**config.mk**
```make
export PLATFORM = sky130hd
export DESIGN_NAME = tx_frame_gen
export DESIGN_NICKNAME = d
export VERILOG_FILES = /design/src/rtl/tx_frame_gen.sv
export SDC_FILE = /design/constraint.sdc
export NUM_CORES = 1
export LEC_CHECK = 0
export BUFFER_PORTS_ARGS = -buffer_cell sky130_fd_sc_hd__buf_2
export CORE_MARGIN = 2
export CORE_UTILIZATION = 40
export DETAILED_ROUTE_END_ITERATION = 10
export SLEW_MARGIN = 20
export SYNTH_ARGS = -nofsm -noshare
export SYNTH_HDL_FRONTEND = slang
export SYNTH_SLANG_ARGS = --single-unit
```
**constraint.sdc**
```tcl
create_clock -name i_clk -period 3.35 [get_ports i_clk]
set_clock_uncertainty 0.2 [all_clocks]
set_input_delay 0.1675 -clock i_clk [delete_from_list [all_inputs] [get_ports i_clk]]
set_output_delay 0.1675 -clock i_clk [all_outputs]
set_load 0.01 [all_outputs]
```
**src/rtl/tx_frame_gen.sv**
```systemverilog
// Frame generator: pulls BURST_LEN bytes from a tx_fifo and emits
// SOF, length, payload and an 8-bit additive checksum as a valid/ready stream.
module tx_frame_gen #(
  parameter int         DATA_WIDTH = 8,
  parameter int         BURST_LEN  = 16,
  parameter logic [7:0] SOF_BYTE   = 8'hA5
) (
  input  logic                  i_clk,
  input  logic                  i_rst_n,
  output logic                  o_pop,
  input  logic [DATA_WIDTH-1:0] i_rdata,
  input  logic                  i_aempty,
  output logic [7:0]            o_tdata,
  output logic                  o_tvalid,
  input  logic                  i_tready,
  output logic                  o_tlast,
  output logic                  o_busy,
  output logic [15:0]           o_frame_cnt
);

  localparam logic [7:0] LEN_B = 8'(BURST_LEN);

  typedef enum logic [2:0] {
    ST_IDLE,
    ST_SOF,
    ST_LEN,
    ST_PAYLOAD,
    ST_CSUM
  } state_t;

  state_t                state_reg;
  logic [7:0]            tdata_reg;
  logic                  tvalid_reg;
  logic                  tlast_reg;
  logic [15:0]           frame_cnt_reg;
  logic [DATA_WIDTH-1:0] pbuf_reg [2];
  logic [1:0]            occ_reg;
  logic                  inflight_reg;
  logic [7:0]            pop_cnt_reg;
  logic [7:0]            load_cnt_reg;
  logic [7:0]            csum_reg;

  logic                  xfer;
  logic                  pop_ok;
  logic                  load;
  logic                  from_buf;
  logic                  push;
  logic [DATA_WIDTH-1:0] next_byte;

  assign xfer      = tvalid_reg & i_tready;
  assign pop_ok    = ((state_reg == ST_SOF) || (state_reg == ST_LEN) || (state_reg == ST_PAYLOAD))
                     && (pop_cnt_reg < LEN_B)
                     && ((occ_reg + {1'b0, inflight_reg}) < 2'd2);
  // A pop during a reset cycle would lose a byte that nobody will capture.
  assign o_pop     = i_rst_n & pop_ok;
  assign load      = xfer && ((state_reg == ST_LEN) ||
                              ((state_reg == ST_PAYLOAD) && (load_cnt_reg < LEN_B)));
  assign from_buf  = (occ_reg != 2'd0);
  assign next_byte = from_buf ? pbuf_reg[0] : i_rdata;
  // Arriving data bypasses the buffer when it is loaded straight into the output.
  assign push      = inflight_reg && !(load && !from_buf);

  assign o_tdata     = tdata_reg;
  assign o_tvalid    = tvalid_reg;
  assign o_tlast     = tlast_reg;
  assign o_busy      = (state_reg != ST_IDLE);
  assign o_frame_cnt = frame_cnt_reg;

  always_ff @(posedge i_clk) begin
    if (!i_rst_n) begin
      state_reg     <= ST_IDLE;
      tdata_reg     <= '0;
      tvalid_reg    <= 1'b0;
      tlast_reg     <= 1'b0;
      frame_cnt_reg <= '0;
      pbuf_reg[0]   <= '0;
      pbuf_reg[1]   <= '0;
      occ_reg       <= '0;
      inflight_reg  <= 1'b0;
      pop_cnt_reg   <= '0;
      load_cnt_reg  <= '0;
      csum_reg      <= '0;
    end else begin
      inflight_reg <= o_pop;
      if (o_pop) pop_cnt_reg <= pop_cnt_reg + 8'd1;

      // Occupancy never exceeds one when data arrives, so push lands in slot 0 or 1.
      if (load && from_buf) begin
        if (push) begin
          pbuf_reg[0] <= i_rdata;
        end else begin
          pbuf_reg[0] <= pbuf_reg[1];
          occ_reg     <= occ_reg - 2'd1;
        end
      end else if (push) begin
        pbuf_reg[occ_reg[0]] <= i_rdata;
        occ_reg              <= occ_reg + 2'd1;
      end

      if (load) begin
        csum_reg     <= csum_reg + next_byte[7:0];
        load_cnt_reg <= load_cnt_reg + 8'd1;
      end

      case (state_reg)
        ST_IDLE: begin
          if (!i_aempty) begin
            state_reg    <= ST_SOF;
            tvalid_reg   <= 1'b1;
            tdata_reg    <= SOF_BYTE;
            tlast_reg    <= 1'b0;
            pop_cnt_reg  <= '0;
            load_cnt_reg <= '0;
            csum_reg     <= '0;
          end
        end
        ST_SOF: begin
          if (xfer) begin
            state_reg <= ST_LEN;
            tdata_reg <= LEN_B;
          end
        end
        ST_LEN: begin
          if (xfer) begin
            state_reg <= ST_PAYLOAD;
            tdata_reg <= next_byte[7:0];
          end
        end
        ST_PAYLOAD: begin
          if (xfer) begin
            if (load) begin
              tdata_reg <= next_byte[7:0];
            end else begin
              state_reg <= ST_CSUM;
              tdata_reg <= csum_reg;
              tlast_reg <= 1'b1;
            end
          end
        end
        ST_CSUM: begin
          if (xfer) begin
            state_reg     <= ST_IDLE;
            tvalid_reg    <= 1'b0;
            tlast_reg     <= 1'b0;
            tdata_reg     <= '0;
            frame_cnt_reg <= frame_cnt_reg + 16'd1;
          end
        end
        default: state_reg <= ST_IDLE;
      endcase
    end
  end

endmodule

```
Yosys cells after proc, flatten, opt, wreduce, memory -nomap -nowiden:

Memories as Yosys holds them, arrays and structs flattened.
Index checks and enable logic that the tools add are counted.

* memories: 1
* output and inout port bits: 28
* input port bits: 12
* word-level logic and storage cells: 113
* memory bits (writable): 16
* register bits after elaboration: 56

Memories
* pbuf_reg: words 2, bits a word 8, read ports 2, clocked after Yosys merged registers in 0, wr ports 2, RTL line 36 `logic [DATA_WIDTH-1:0] pbuf_reg [2];`

* reduce and logical (&&, ||, !) cells: 26
* order comparisons: 3
* add/subtract/negate cells: 7
* mux-type cells: 51
* eq/ne operators: 11
* bitwise operators: 4

Operators by type and width (count)
* $mux 8: 19
* $pmux 8 s5: 1
* $mux 1: 19
* $mux 3: 6
* $add 16x1->16 const B: 1
* $add 8x1->8 const B: 2
* $lt 8x5->1 const B: 2
* $pmux 3 s5: 1
* $ne 2x2->1 const B: 7
* $reduce_and 6->1: 2
* $add 8x8->8: 1
* $reduce_or 8->1: 1
* $logic_and 1x1->1: 7
* $eq 3x2->1 const B: 2
* $mux 2: 3
* $reduce_bool 2->1: 3
* $reduce_bool 3->1: 2
* $reduce_and 5->1: 1
* $reduce_bool 5->1: 1
* $reduce_and 2->1: 2
* $eq 3x1->1 const B: 1
* $eq 3x3->1 const B: 1
* $logic_not 3->1: 1
* $logic_or 1x1->1: 3
* other kinds (10): 13

Longest topological paths before layout:

* depth in word-level cells: 14
* gate-level depth with buffers: 11
* mapped depth without buffers: 10

Least setup slack after synthesis:

OpenSTA, ideal clock, no wires.

* path type: reg2reg
* start: register load_cnt_reg[7]
* end: memory pbuf_reg[0][0], data pin
* data required time: 2.885 ns
* arrival time: 2.388 ns
* clock period less this slack: 2.853 ns
* path buffers: 2
* slack: 0.497 ns
* stages on the path, launching flop included: 12
* library setup time: 0.265 ns
* cell sequence: dfxtp_1 or4_4 buf_6 a21oi_2 buf_2 nand2_1 nand2_1 ha_1 nand2_1 a21oi_4 mux2i_1 nor2_1

RTL lines
* from (decl): RTL line 40 `logic [7:0] load_cnt_reg;`
* from (signal assigned): RTL line 102 `load_cnt_reg <= load_cnt_reg + 8'd1;`
* to (decl): RTL line 36

Worst setup path in the final report:

* start: register occ_reg[0]
* end: register csum_reg[7]

* word-level cells in the longest chain between the ends: 6

RTL lines
* from (decl): RTL line 37 `logic [1:0] occ_reg;`
* from (signal assigned): RTL line 93 `occ_reg <= occ_reg - 2'd1;`
* from (signal assigned): RTL line 97 `occ_reg <= occ_reg + 2'd1;`
* $reduce_bool 2->1 *: RTL line 58 `assign from_buf = (occ_reg != 2'd0);`
* $mux 8 *: RTL line 59 `assign next_byte = from_buf ? pbuf_reg[0] : i_rdata;`
* $add 8x8->8 *: RTL line 101 `csum_reg <= csum_reg + next_byte[7:0];`
* $mux 8 *: RTL line 100 `if (load) begin`
* $mux 8: RTL line 107 `if (!i_aempty) begin`
* $mux 8 *: RTL line 105 `case (state_reg)`
* to (signal assigned): RTL line 101
* to (decl): RTL line 41 `logic [7:0] csum_reg;`

Every way passes the cells marked *; elsewhere a longest branch is shown, timed or not.
A chain may end at the register's enable or synchronous reset.

==> impl_metrics.yaml <==
yosys:
  synth_area_leaders: "dfxtp_1 31%, edfxtp_1 13%, nor2_1 4.2%"
  synthesis.instances: 398
  ys_seq_area_share_pct: 43.9
  yosys.area.top_type: "dfxtp_1"
  async_reset_ff_share_pct: 0
  synth_warnings: 0
  synth_top_cell_area_share_pct: 30.7
  synth_edf_count: 16
  yosysUniqueCellTypes: 52
  avgSynthCellArea_um2: 9.18
  netlist_area_um2: 3650
  ys.flop_type: "dfxtp_1"
  synth_fp_nets: 423
  synth-seq-cells: 72
worst_setup_path:
  r2r_setup_slack_ns: 0.48
  r2r_end: "csum_reg[7]"
  worstSetupPathType: "reg -> reg"
  r2r_cells: 9
  start_kind: "flop"
  rr_startpoint: "occ_reg[0]"
  worstSetupEndpointType: "flop"
  worstPathArrival_ns: 2.94
  cp-startpoint: "occ_reg[0]"
  cp_max_fo: 10
  cp.required_ns: 3.42
finish:
  antennaDiodeCount: 0
  register_area_um2: 1600
  drive_gt1_share_pct: 17.3
  nets: 470
  multi_input_area_um2: 1940
  stdcell_count: 558
  nFillCells: 824
  area_growth_pct: 16.0
floorplan:
  pin_count: 40
  die-area_um2: 9910
  core_um2: 8810
  start_util_pct: 41.5
  num_rows: 34
  die_y_um: 99.6
  die_w_um: 99.6
placement:
  dp_hpwl_mm: 5.70
  io_buffers: 39
  dp.cells: 534
  gp_congestion: 0.825
drt:
  vias_per_cell: 5.36
  ant_nets: 0
  drcViolationCount: 0
  routedWlPerCell_um: 14.2
  drt_pass1_iterations: 4
  via_count: 2992
  routed_wl_mm: 7.95
  drtIter0Drc: 155
clock_tree:
  cts-root-buf: "clkbuf_8"
  postCtsSetupBuffers: 0
  cts.clk_slew.worst_paths_ns: 0.08
  clockBufferDepth: 2
  htreeDepth: 3
  ctsHoldBuffers: 8
  cts_tree: "built"
  cts-resized-gates: 0
  clkLatencyLatePin_ns: 0.35
  cts_buffers: 9
  cts_sinks: 72
pwr:
  ir_drop_uv: 187
  power.density_nw_per_um2: 434
  power.leakage_nw: 1.65
grt:
  grt_max_degree: 21
  track_usage_pct: 16.9
  grt_pass1_wl_mm: 13.5
  grt_overflow: 0
  antenna_found_initial: 0
  grt_pass1_vias: 2837
sta:
  setup_tns_ns: 0
  slew_headroom_pct: 58.7
  max_slew.worst_pin.slew_ns: 0.613
  fmax_ghz: 0.348
  rsz0062_at_grt: "no"
  finalSetupViolations: 0
  hold_ws_ns: 0.0252
  period_share_pct: 85.7
  hold_viol: 0
  slew_violations: 0
  fin_crit_ns: 2.87
hold_path:
  hold-path-cell-count: 4
  min_path_type: "in -> reg"
  holdCritStartpoint: "i_aempty"
  holdPathEnd: "o_tlast"
outcome:
  status: "finished, final reports clean"
flow_run:
  maxCapViolations: 0
[worst max path at each step]
stage / to / slack, ns / cells past startpoint
after global placement: csum_reg[7] / 0.57 / 9
final: csum_reg[7] / 0.48 / 9
after global routing: csum_reg[7] / 0.15 / 9
after floorplan: pbuf_reg[0][0] / 0.50 / 11
after detailed placement: csum_reg[7] / 0.49 / 9
after CTS: csum_reg[7] / 0.46 / 9
[where the power goes]
| group | internal [mW] | total [mW] | switching, mW |
|---|---|---|---|
| Sequential | 0.910 | 0.929 | 0.0193 |
| Clock | 0.387 | 0.716 | 0.330 |
| Combinational | 0.0803 | 0.193 | 0.112 |
| Total | 1.38 | 1.84 | 0.461 |
[synthesized netlist by cell type (5+ instances only)]
library cell,count
a211oi_1,5
a21boi_0,11
a21oi_1,22
and2_1,17
clkbuf_1,13
dfxtp_1,56
edfxtp_1,16
ha_1,12
inv_1,7
mux2_2,8
mux2i_1,11
nand2_1,38
nand2b_1,6
nand3_1,13
nand4_1,8
nor2_1,41
nor3_1,11
o21ai_0,26
or3_1,9
xnor2_1,13
xor2_1,9
[routing by layer]
layer / wire length, um / share of wire (%) / vias to the layer above / GRT usage (%)
met5: 0 / 0 / - / 0
met3: 293 / 3.7 / 14 / 3.65
met4: 129 / 1.6 / 0 / 5.80
li1: - / - / 1505 / -
met1: 3880 / 49 / 1422 / 22.9
met2: 3640 / 46 / 51 / 26.9
[final cells by class]
class,count,share of cell area (%)
Clock buffer,11,3.60
Sequential cell,72,37.8
Multi-Input combinational cell,302,45.9
Tap cell,108,3.19
Clock inverter,5,1.30
Timing Repair Buffer,53,7.56
Inverter,7,0.620
[kinds of logic after synthesis]
kind of cell	Yosys count	synth area share, %
and+or+nand+nor	159	21.6
AOI/OAI and AO/OA	89	16.2
DFF	72	43.9
buffers and inverters	24	2.91
xor gates and xnor gates	22	5.28
muxes	19	5.48
adders and majority gates	13	4.66
[per-stage QoR]
stage	worst slack (ns)	util, %	power [mW]	area (um^2)
floorplan	0.497	-	1.08	3650
global placement	0.572	44.8	1.13	3950
detailed placement	0.493	44.8	1.13	3950
CTS	0.464	48.1	1.86	4240
global route	0.151	48.1	1.92	4240
finish	0.478	48.1	1.84	4240
[worst max-delay path: stages (launching register included)]
cell and delay, ns:
dfxtp_1 0.39, nor2_2 0.43, mux2i_1 0.44, inv_1 0.09, ha_1 0.29, a211oi_1 0.30, o211ai_1 0.16, a211oi_1 0.29
o21ai_0 0.13, o31ai_1 0.07
[cell usage in the layout (no fill, tap or decap), drive strengths merged, types with 4 or more instances in the layout]
| cell type | instances |
|---|---|
| clkbuf | 11 |
| nand4 | 8 |
| a21boi | 13 |
| a21o | 4 |
| xor2 | 9 |
| or3 | 9 |
| dlygate4sd3 | 8 |
| dfxtp | 56 |
| a21oi | 24 |
| a211oi | 5 |
| inv | 7 |
| nor3 | 11 |
| and2 | 17 |
| nand3 | 13 |
| o21ai | 28 |
| mux2i | 11 |
| edfxtp | 16 |
| xnor2 | 13 |
| nand2 | 38 |
| nand2b | 6 |
| mux2 | 8 |
| buf | 45 |
| ha | 12 |
| nor2 | 42 |
No activity file was read; power rests on OpenSTA's default activity.
